--- src/rtl/display_bbox_feeder.sv ---
// Stages one detection result set and bursts MAX_BBOX display-space words (all-ones pads) per frame_sync, first word 4 cycles later.
// det_ready drops only while a burst is emitting; `DISPLAY_BBOX_SCALE_EN enables Q8 scaling, otherwise coordinates are only clamped.
module display_bbox_feeder #(
   parameter int MAX_BBOX     = 5,
   parameter int SRC_WIDTH    = 96,
   parameter int SRC_HEIGHT   = 96,
   parameter int FRAME_WIDTH  = 640,
   parameter int FRAME_HEIGHT = 480
) (
   input  logic        clk,
   input  logic        rstn,
   input  logic        det_start,
   input  logic [63:0] det_data,
   input  logic        det_valid,
   input  logic        det_last,
   output logic        det_ready,
   input  logic        frame_sync,
   output logic [63:0] bbox_data_out,
   output logic        bbox_data_out_valid,
   output logic        overflow
);
   localparam int CW = $clog2(MAX_BBOX + 1);
   localparam int SCALE_X_Q8 = (FRAME_WIDTH * 256) / SRC_WIDTH;
   localparam int SCALE_Y_Q8 = (FRAME_HEIGHT * 256) / SRC_HEIGHT;
   localparam logic [15:0]   X_MAX   = 16'(FRAME_WIDTH - 1);
   localparam logic [15:0]   Y_MAX   = 16'(FRAME_HEIGHT - 1);
   localparam logic [CW-1:0] LAST_K  = CW'(MAX_BBOX - 1);
   localparam logic [CW-1:0] N_SLOTS = CW'(MAX_BBOX);

   typedef enum logic {IDLE, EMIT} state_t;

   state_t        state_q, state_d;
   logic [CW-1:0] k_q, k_d;
   logic          sync_q, sync_d;
   logic          pending_q, pending_d;
   logic [CW-1:0] scount_q, scount_d;
   logic [CW-1:0] pcount_q, pcount_d;
   logic          ovf_q, ovf_d;
   logic [63:0]   stage_q [MAX_BBOX];
   logic [63:0]   stage_d [MAX_BBOX];
   logic [63:0]   pend_q  [MAX_BBOX];
   logic [63:0]   pend_d  [MAX_BBOX];
   logic          s1_vld_q, s1_nobox_q;
   logic [15:0]   s1_c_q [4];
   logic [15:0]   s1_c_d [4];
   logic [63:0]   out_q;
   logic          out_vld_q;

   logic          accept, good, commit;
   logic [63:0]   slot;

   assign det_ready = (state_q != EMIT);
   assign accept    = det_valid & det_ready;
   assign good      = (det_data[63:48] <= det_data[31:16]) && (det_data[47:32] <= det_data[15:0]);

   // Ingest: det_start clears before the same-cycle record is stored; the
   // commit snapshot includes the record accepted alongside det_last.
   always_comb begin
      stage_d  = stage_q;
      pend_d   = pend_q;
      pcount_d = pcount_q;
      ovf_d    = det_start ? 1'b0 : ovf_q;
      scount_d = det_start ? '0 : scount_q;
      commit   = 1'b0;
      if (accept && good) begin
         if (scount_d < N_SLOTS) begin
            for (int i = 0; i < MAX_BBOX; i++) begin
               if (scount_d == CW'(i)) stage_d[i] = det_data;
            end
            scount_d = scount_d + CW'(1);
         end else begin
            ovf_d = 1'b1;
         end
      end
      if (accept && det_last) begin
         pend_d   = stage_d;
         pcount_d = scount_d;
         scount_d = '0;
         commit   = 1'b1;
      end
   end

   always_comb begin
      state_d   = state_q;
      k_d       = k_q;
      sync_d    = sync_q | frame_sync;
      pending_d = pending_q;
      case (state_q)
         IDLE: begin
            if (sync_q) begin
               sync_d = frame_sync;
               if (pending_q) begin
                  state_d   = EMIT;
                  k_d       = '0;
                  pending_d = 1'b0;
               end
            end
         end
         EMIT: begin
            k_d = k_q + CW'(1);
            if (k_q == LAST_K) begin
               state_d = IDLE;
               k_d     = '0;
            end
         end
         default: state_d = IDLE;
      endcase
      // A commit landing as a burst starts keeps the new set pending.
      if (commit) pending_d = 1'b1;
   end

   always_comb begin
      slot = '1;
      for (int i = 0; i < MAX_BBOX; i++) begin
         if (k_q == CW'(i)) slot = pend_q[i];
      end
   end

`ifdef DISPLAY_BBOX_SCALE_EN
   localparam logic [31:0] SX = 32'(SCALE_X_Q8);
   localparam logic [31:0] SY = 32'(SCALE_Y_Q8);
   logic [31:0] prod [4];
   logic        unused_prod;
   always_comb begin
      prod[0] = {16'd0, slot[63:48]} * SX;
      prod[1] = {16'd0, slot[47:32]} * SY;
      prod[2] = {16'd0, slot[31:16]} * SX;
      prod[3] = {16'd0, slot[15:0]}  * SY;
      for (int i = 0; i < 4; i++) s1_c_d[i] = prod[i][23:8];
   end
   assign unused_prod = ^{prod[0][31:24], prod[0][7:0], prod[1][31:24], prod[1][7:0],
                          prod[2][31:24], prod[2][7:0], prod[3][31:24], prod[3][7:0]};
`else
   localparam int unused_scale = SCALE_X_Q8 ^ SCALE_Y_Q8;
   always_comb begin
      s1_c_d[0] = slot[63:48];
      s1_c_d[1] = slot[47:32];
      s1_c_d[2] = slot[31:16];
      s1_c_d[3] = slot[15:0];
   end
`endif

   function automatic logic [15:0] clamp(input logic [15:0] v, input logic [15:0] m);
      return (v > m) ? m : v;
   endfunction

   always_ff @(posedge clk or negedge rstn) begin
      if (!rstn) begin
         state_q    <= IDLE;
         k_q        <= '0;
         sync_q     <= 1'b0;
         pending_q  <= 1'b0;
         scount_q   <= '0;
         pcount_q   <= '0;
         ovf_q      <= 1'b0;
         for (int i = 0; i < MAX_BBOX; i++) begin
            stage_q[i] <= '0;
            pend_q[i]  <= '0;
         end
         s1_vld_q   <= 1'b0;
         s1_nobox_q <= 1'b0;
         for (int i = 0; i < 4; i++) s1_c_q[i] <= '0;
         out_q      <= '0;
         out_vld_q  <= 1'b0;
      end else begin
         state_q   <= state_d;
         k_q       <= k_d;
         sync_q    <= sync_d;
         pending_q <= pending_d;
         scount_q  <= scount_d;
         pcount_q  <= pcount_d;
         ovf_q     <= ovf_d;
         stage_q   <= stage_d;
         pend_q    <= pend_d;
         s1_vld_q  <= (state_q == EMIT);
         if (state_q == EMIT) begin
            s1_nobox_q <= (k_q >= pcount_q);
            s1_c_q     <= s1_c_d;
         end
         out_vld_q <= s1_vld_q;
         // Pad words bypass the clamp so the drawer sees a true no-box marker.
         if (s1_vld_q) begin
            out_q <= s1_nobox_q ? {64{1'b1}} :
                     {clamp(s1_c_q[0], X_MAX), clamp(s1_c_q[1], Y_MAX),
                      clamp(s1_c_q[2], X_MAX), clamp(s1_c_q[3], Y_MAX)};
         end
      end
   end

   assign bbox_data_out       = out_q;
   assign bbox_data_out_valid = out_vld_q;
   assign overflow            = ovf_q;

endmodule

--- config.mk ---
export PLATFORM = sky130hd
export DESIGN_NAME = display_bbox_feeder
export DESIGN_NICKNAME = d
export VERILOG_FILES = /design/src/rtl/display_bbox_feeder.sv
export SDC_FILE = /design/constraint.sdc
export NUM_CORES = 1
export LEC_CHECK = 0
export BUFFER_PORTS_ARGS = -buffer_cell sky130_fd_sc_hd__buf_2
export CAP_MARGIN = 20
export CELL_PAD_IN_SITES_DETAIL_PLACEMENT = 0
export CELL_PAD_IN_SITES_GLOBAL_PLACEMENT = 1
export CORE_MARGIN = 5
export CORE_UTILIZATION = 49
export DETAILED_ROUTE_END_ITERATION = 7
export PLACE_DENSITY_LB_ADDON = 0.1
export SYNTH_ARGS = -nofsm -noshare
export SYNTH_HDL_FRONTEND = slang
export SYNTH_SLANG_ARGS = --single-unit
--- constraint.sdc ---
create_clock -name clk -period 3.2 [get_ports clk]
set_input_delay 0 -clock clk [delete_from_list [all_inputs] [get_ports clk]]
set_output_delay 0 -clock clk [all_outputs]
set_load 0.1 [all_outputs]
### Yosys cells after proc, flatten, opt, wreduce, memory -nomap -nowiden

Index checks and enable logic that the tools add are counted.

| word-level totals | value |
|---|---|
| logic and storage cells | 95 |
| input bits | 70 |
| register bits after elaboration | 784 |

| cells by class | value |
|---|---|
| equal/unequal tests | 11 |
| add/subtract/negate cells | 2 |
| bitwise logic cells | 3 |
| reduce and logical (&&, ||, !) cells | 8 |
| $lt $le $gt $ge | 8 |
| mux-type cells | 38 |

Operators with widths:

| operator | count |
|---|---|
| two-way mux 64 bit | 11 |
| two-way mux 320 bit | 2 |
| two-way mux 16 bit | 4 |
| greater-than comparator 16 x 10 -> 1 bit, second input constant | 2 |
| greater-than comparator 16 x 9 -> 1 bit, second input constant | 2 |
| <= comparator 16 bit | 2 |
| two-way mux 3 bit | 7 |
| == test 3 x 2 -> 1 bit, second input constant | 4 |
| two-way mux 1 bit | 12 |
| adder 3 x 1 -> 3 bit, second input constant | 2 |
| == test 3 x 1 -> 1 bit, second input constant | 2 |
| == test 3 bit, second input constant | 2 |
| zero test 3 bit | 2 |
| != test 2 x 1 -> 1 bit, second input constant | 3 |
| case mux 3 bit (2 select lines) | 1 |
| AND reduction 2 bit | 2 |
| >= comparator 3 bit | 1 |
| logical AND 1 bit | 3 |
| less-than comparator 3 bit, second input constant | 1 |
| case mux 1 bit (2 select lines) | 1 |
| nonzero test 2 bit | 1 |
| bitwise AND 1 bit | 1 |
| inverter 1 bit | 1 |
| OR 1 bit | 1 |

### Logic depth before layout (Yosys ltp)

| depth | value |
|---|---|
| depth after elaboration | 6 |
| depth in mapped cells | 11 |

### Least setup slack after synthesis

Ideal clock, no wire load.

| path | value |
|---|---|
| kind | input to register |
| start point | input det_data[30] |
| end point | register pend_q[39] (netlist name) |
| arrival | 2.574 ns |
| path buffers | 2 |
| stages on the path | 11 |
| slack | 0.501 ns |
| cells stage by stage | inv_1 -> ha_1 -> a21oi_1 -> a21boi_1 -> or4b_1 -> a211o_1 -> a221o_1 -> buf_6 -> buf_6 -> mux2_4 -> mux2_4 |

RTL lines:

| what | line | RTL |
|---|---|---|
| from (decl) | 13 | `input logic [63:0] det_data,` |
| to (signal assigned) | 174 | `pend_q <= pend_d;` |
| to (decl) | 41 | `logic [63:0] pend_q [MAX_BBOX];` |

### Worst setup path in the final report

| path | value |
|---|---|
| start point | input det_data[29] |
| end point | register pend_q[186] (netlist name) |

| between the ends | value |
|---|---|
| longest elaborated chain between the ends | 4 |

RTL lines:

| what | line | RTL |
|---|---|---|
| <= comparator 16 bit | 54 | `assign good = (det_data[63:48] <= det_data[31:16]) && (det_data[47:32] <= det_data[15:0]);` |
| logical AND 1 bit | 54 |  |
| logical AND 1 bit | 65 | `if (accept && good) begin` |
| two-way mux 320 bit | 65 |  |

Every way passes these cells.
A chain may end at the register's enable or synchronous reset.

==> results by group <==
Status
  • Status: complete, no violations

Clock tree
  • Maximum clock path buffer count: 3
  • Clk pin slew, worst setup/hold paths: 60 ps
  • # H-tree levels: 3
  • Latest clock arrival within the worst-skew pair: 640 ps
  • TritonCTS clock tree: done
  • Postcts setup bufs: 0
  • Root Buffer: clkbuf_16
  • CTS Buf Count: 86
  • Clock sink total: 784

Setup path
  • Reg-to-Reg End: pend_q[186]$_DFFE_PN0P_
  • Crit path launch type: input port
  • Setup slack, reg-to-reg: 250 ps
  • Reg2reg start: state_q$_DFF_PN0_
  • Crit end category: flop
  • Slowest cell on crit path: dlygate4sd3_1
  • Worst path cell trace: dlygate4sd3_1 -> buf_2 -> inv_1 -> ha_1 -> nand4_1 -> nor2_1 -> or4b_1 -> a211o_1 -> buf_4 -> a221oi_4 -> buf_12 -> nand3_1 -> a31oi_1
  • Worst reg2reg path depth: 8
  • Crit-path max FO: 83
  • Arrival time at the worst endpoint: 3640 ps
  • CP Data Required Time: 3740 ps
  • Critical path class: in2reg
  • Slowest stage delay, CP: 540 ps

Logic synthesis
  • Synth Flop Type: dfrtp_1
  • Asr flop ratio synth: 1.00
  • Post-synth EDFFs: 0
  • Syn_nets: 3457
  • Sequential element share of the synthesized area: 0.574
  • Synthesis Warnings: 0
  • Syn Area/Cell: 10.2 sq um
  • Syn Inst Count: 3342
  • Yosys reg bits: 784
  • Cell Area, Synth: 34200 sq um
  • Unique masters post-synth: 54

Timing
  • Fin. Hold Viols: 0
  • Layout Skew: 25.5 ps
  • Worst slew pin tran: 1180 ps
  • Setup Total Neg Slack: 0 ps
  • Fmax: 323 MHz
  • Slew HR: 0.212
  • RSZ-0062 raised after global routing: false
  • Tcrit/Tclk final: 0.967
  • Final setup viols: 0
  • Slew Viols, Final: 0
  • Final Critical Period: 3090 ps

Global route
  • Pin count of the biggest net entering global routing: 139
  • First-pass GRT wire length: 165 mm
  • Grt ovf: 0
  • Antenna violations before repair: 4
  • GRT Util Overall: 0.282
  • Vias in the first global route: 27800

Floorplan
  • I/O pins: 137
  • Width of the chip: 274 um
  • Core area: 68800 sq um
  • Die ar.: 75100 sq um
  • Die Y: 274 um
  • Initial core utilization: 0.496
  • Std-Cell Rows: 96

Pwr
  • Cell area power density: 919 nW/um^2
  • Post-route total power: 0.0369 W
  • Maximum vdd drop: 0.000796 V
  • Leak: 18.3 nW

Placement
  • Number of port buffers: 136
  • GP Congestion: 0.837
  • Placed Cells incl. Taps: 4276
  • Dpl hpwl: 64.8 mm
  • Placed cell areas: 36600 sq um

Route
  • Drt drc: 0
  • Post-DR wirelength/cell: 23.7 um
  • Routed Wire Length: 107 mm
  • Via count: 27300
  • Drt initial violations: 2215
  • Routed Antenna Nets: 0
  • DRT Pass-1 Iters: 5
  • DR vias/cell: 6.08

Finish
  • Util after Layout: 0.584
  • Fill count: 5952
  • Fin area: 40200 sq um
  • Fraction of layout cells with a size suffix above 1: 0.161
  • Nets: 3615
  • Post-route insts no fill: 4499
  • Synthesis-to-finish area growth: 17.7%

Flow run
  • Maxcap violations: 0

Min path
  • Worst hold path class: in2async
worst max-delay path, delay by kind of cell:
kind	cells	cell delay (ps)
fa+ha+maj	1	330
simple gates	4	870
compound gates	3	910
buf+inv	5	1460
cells in the final DEF, fill, tap and decap left out, types with 3 or more instances in the layout:
master / Yosys / layout
dfrtp_1: 784 / 782
o21ai_0: 473 / 473
nor2_1: 399 / 399
a21oi_1: 332 / 332
a31oi_1: 196 / 196
nand2_1: 168 / 164
buf_2: 21 / 135
inv_1: 102 / 102
buf_4: 0 / 102
clkbuf_16: 0 / 90
mux2_4: 89 / 89
nand3_1: 86 / 86
dlygate4sd3_1: 0 / 67
mux2i_1: 65 / 65
o22ai_1: 65 / 65
o31ai_1: 61 / 61
o31a_1: 61 / 61
buf_12: 5 / 43
ha_1: 45 / 41
mux2_2: 40 / 40
o22a_1: 32 / 32
clkbuf_8: 0 / 21
clkbuf_1: 219 / 16
clkinv_2: 0 / 14
nand4_1: 6 / 6
bufinv_16: 0 / 6
nor4_1: 5 / 5
nor2b_1: 3 / 3
nand2b_1: 5 / 3
or4_1: 3 / 3
and3_1: 4 / 3
a21o_1: 3 / 3
nand2_4: 0 / 3
ha_2: 0 / 3
inv_6: 0 / 3
clkinv_4: 0 / 3
clkinvlp_4: 0 / 3
Yosys cell counts (all sizes together), types with 2 or more instances:
cell,count,area share
a211o,2,0.00051
a21o,3,0.00066
a21oi,332,0.049
a221oi,2,0.00070
a31oi,196,0.036
a41o,2,0.00059
a41oi,2,0.00051
and3,4,0.00073
and4,2,0.00051
buf,61,0.010
clkbuf,219,0.024
clkinv,3,0.00033
dfrtp,784,0.57
ha,45,0.016
inv,102,0.011
mux2,129,0.052
mux2i,65,0.019
nand2,168,0.018
nand2b,5,0.00092
nand3,86,0.013
nand4,6,0.0011
nor2,399,0.044
nor2b,3,0.00055
nor3,3,0.00077
nor4,5,0.00092
o21ai,474,0.069
o221ai,3,0.00077
o22a,32,0.0082
o22ai,66,0.012
o31a,61,0.016
o31ai,61,0.013
or4,4,0.00099
sequential cells by signal, indices dropped and copies added, names as in the netlist:
register and cells:
s1_c_q 64, pcount_q 3, sync_q 1, overflow 1, bbox_data_out_valid 1, scount_q 3, pending_q 1, s1_nobox_q 1
bbox_data_out 64, stage_q 320, k_q 3, s1_vld_q 1, pend_q 320, state_q 1
worst max path at each step:
| stage | start | end | slack (ps) | depth (start not counted) |
|---|---|---|---|---|
| after floorplan | det_data[30] | pend_q[39]$_DFFE_PN0P_ | 500 | 11 |
| after global placement | det_data[29] | pend_q[263]$_DFFE_PN0P_ | 120 | 12 |
| after detailed placement | det_data[30] | pend_q[186]$_DFFE_PN0P_ | 30 | 12 |
| after CTS | det_data[30] | pend_q[186]$_DFFE_PN0P_ | 150 | 13 |
| after global routing | det_data[29] | pend_q[85]$_DFFE_PN0P_ | 6 | 13 |
| final | det_data[29] | pend_q[186]$_DFFE_PN0P_ | 110 | 13 |
report_power, final:
| group | total [W] | internal [W] | switching, W |
|---|---|---|---|
| sequential | 0.0145 | 0.0129 | 0.00154 |
| combinational | 0.0123 | 0.00399 | 0.00830 |
| clock | 0.0102 | 0.00611 | 0.00406 |
| total | 0.0369 | 0.0230 | 0.0139 |
through the flow:
| stage | hold WS, ps | setup WS (ps) |
|---|---|---|
| final | 8.38 | 106 |
| after CTS | 6.53 | 150 |
| after global routing | 68.6 | 5.83 |
| after global placement | 85.8 | 119 |
| after floorplan | -296 | 501 |
| after detailed placement | 89.6 | 29.3 |
area by class of cell:
cell class | instances | area [sq um] | share of cell area
flip-flops and latches | 784 | 19600 | 0.488
multi-input cells | 2173 | 13100 | 0.325
repair buffers | 350 | 3010 | 0.0749
clock buffers | 127 | 2600 | 0.0647
well taps | 931 | 1160 | 0.0290
inverters | 105 | 397 | 0.00986
clock inverters | 28 | 332 | 0.00825
diodes | 1 | 2.50 | 0.0000622
cell families after synthesis:
logic type	Yosys count	synth area share
and+or+nand+nor	688	0.0821
adders and majority gates	45	0.0165
AOI/OAI and AO/OA	1246	0.210
buffers and inverters	385	0.0459
muxes	194	0.0714
DFF	784	0.574
what timing repair did:
action	4_1_cts	5_1_grt
hold endpoints to repair	828	0
setup endpoints to repair	0	84
gates resized for setup	0	2
hold buffers	67	0
per-layer routing:
layer | track usage | wire length, um | up-vias
met2 | 0.452 | 49500 | 1036
met3 | 0.0557 | 8000 | 210
met4 | 0.103 | 4170 | 4
met5 | 0 | 35 | -
li1 | - | - | 12200
met1 | 0.386 | 44900 | 13900
Power figures use the tool's default switching activity.
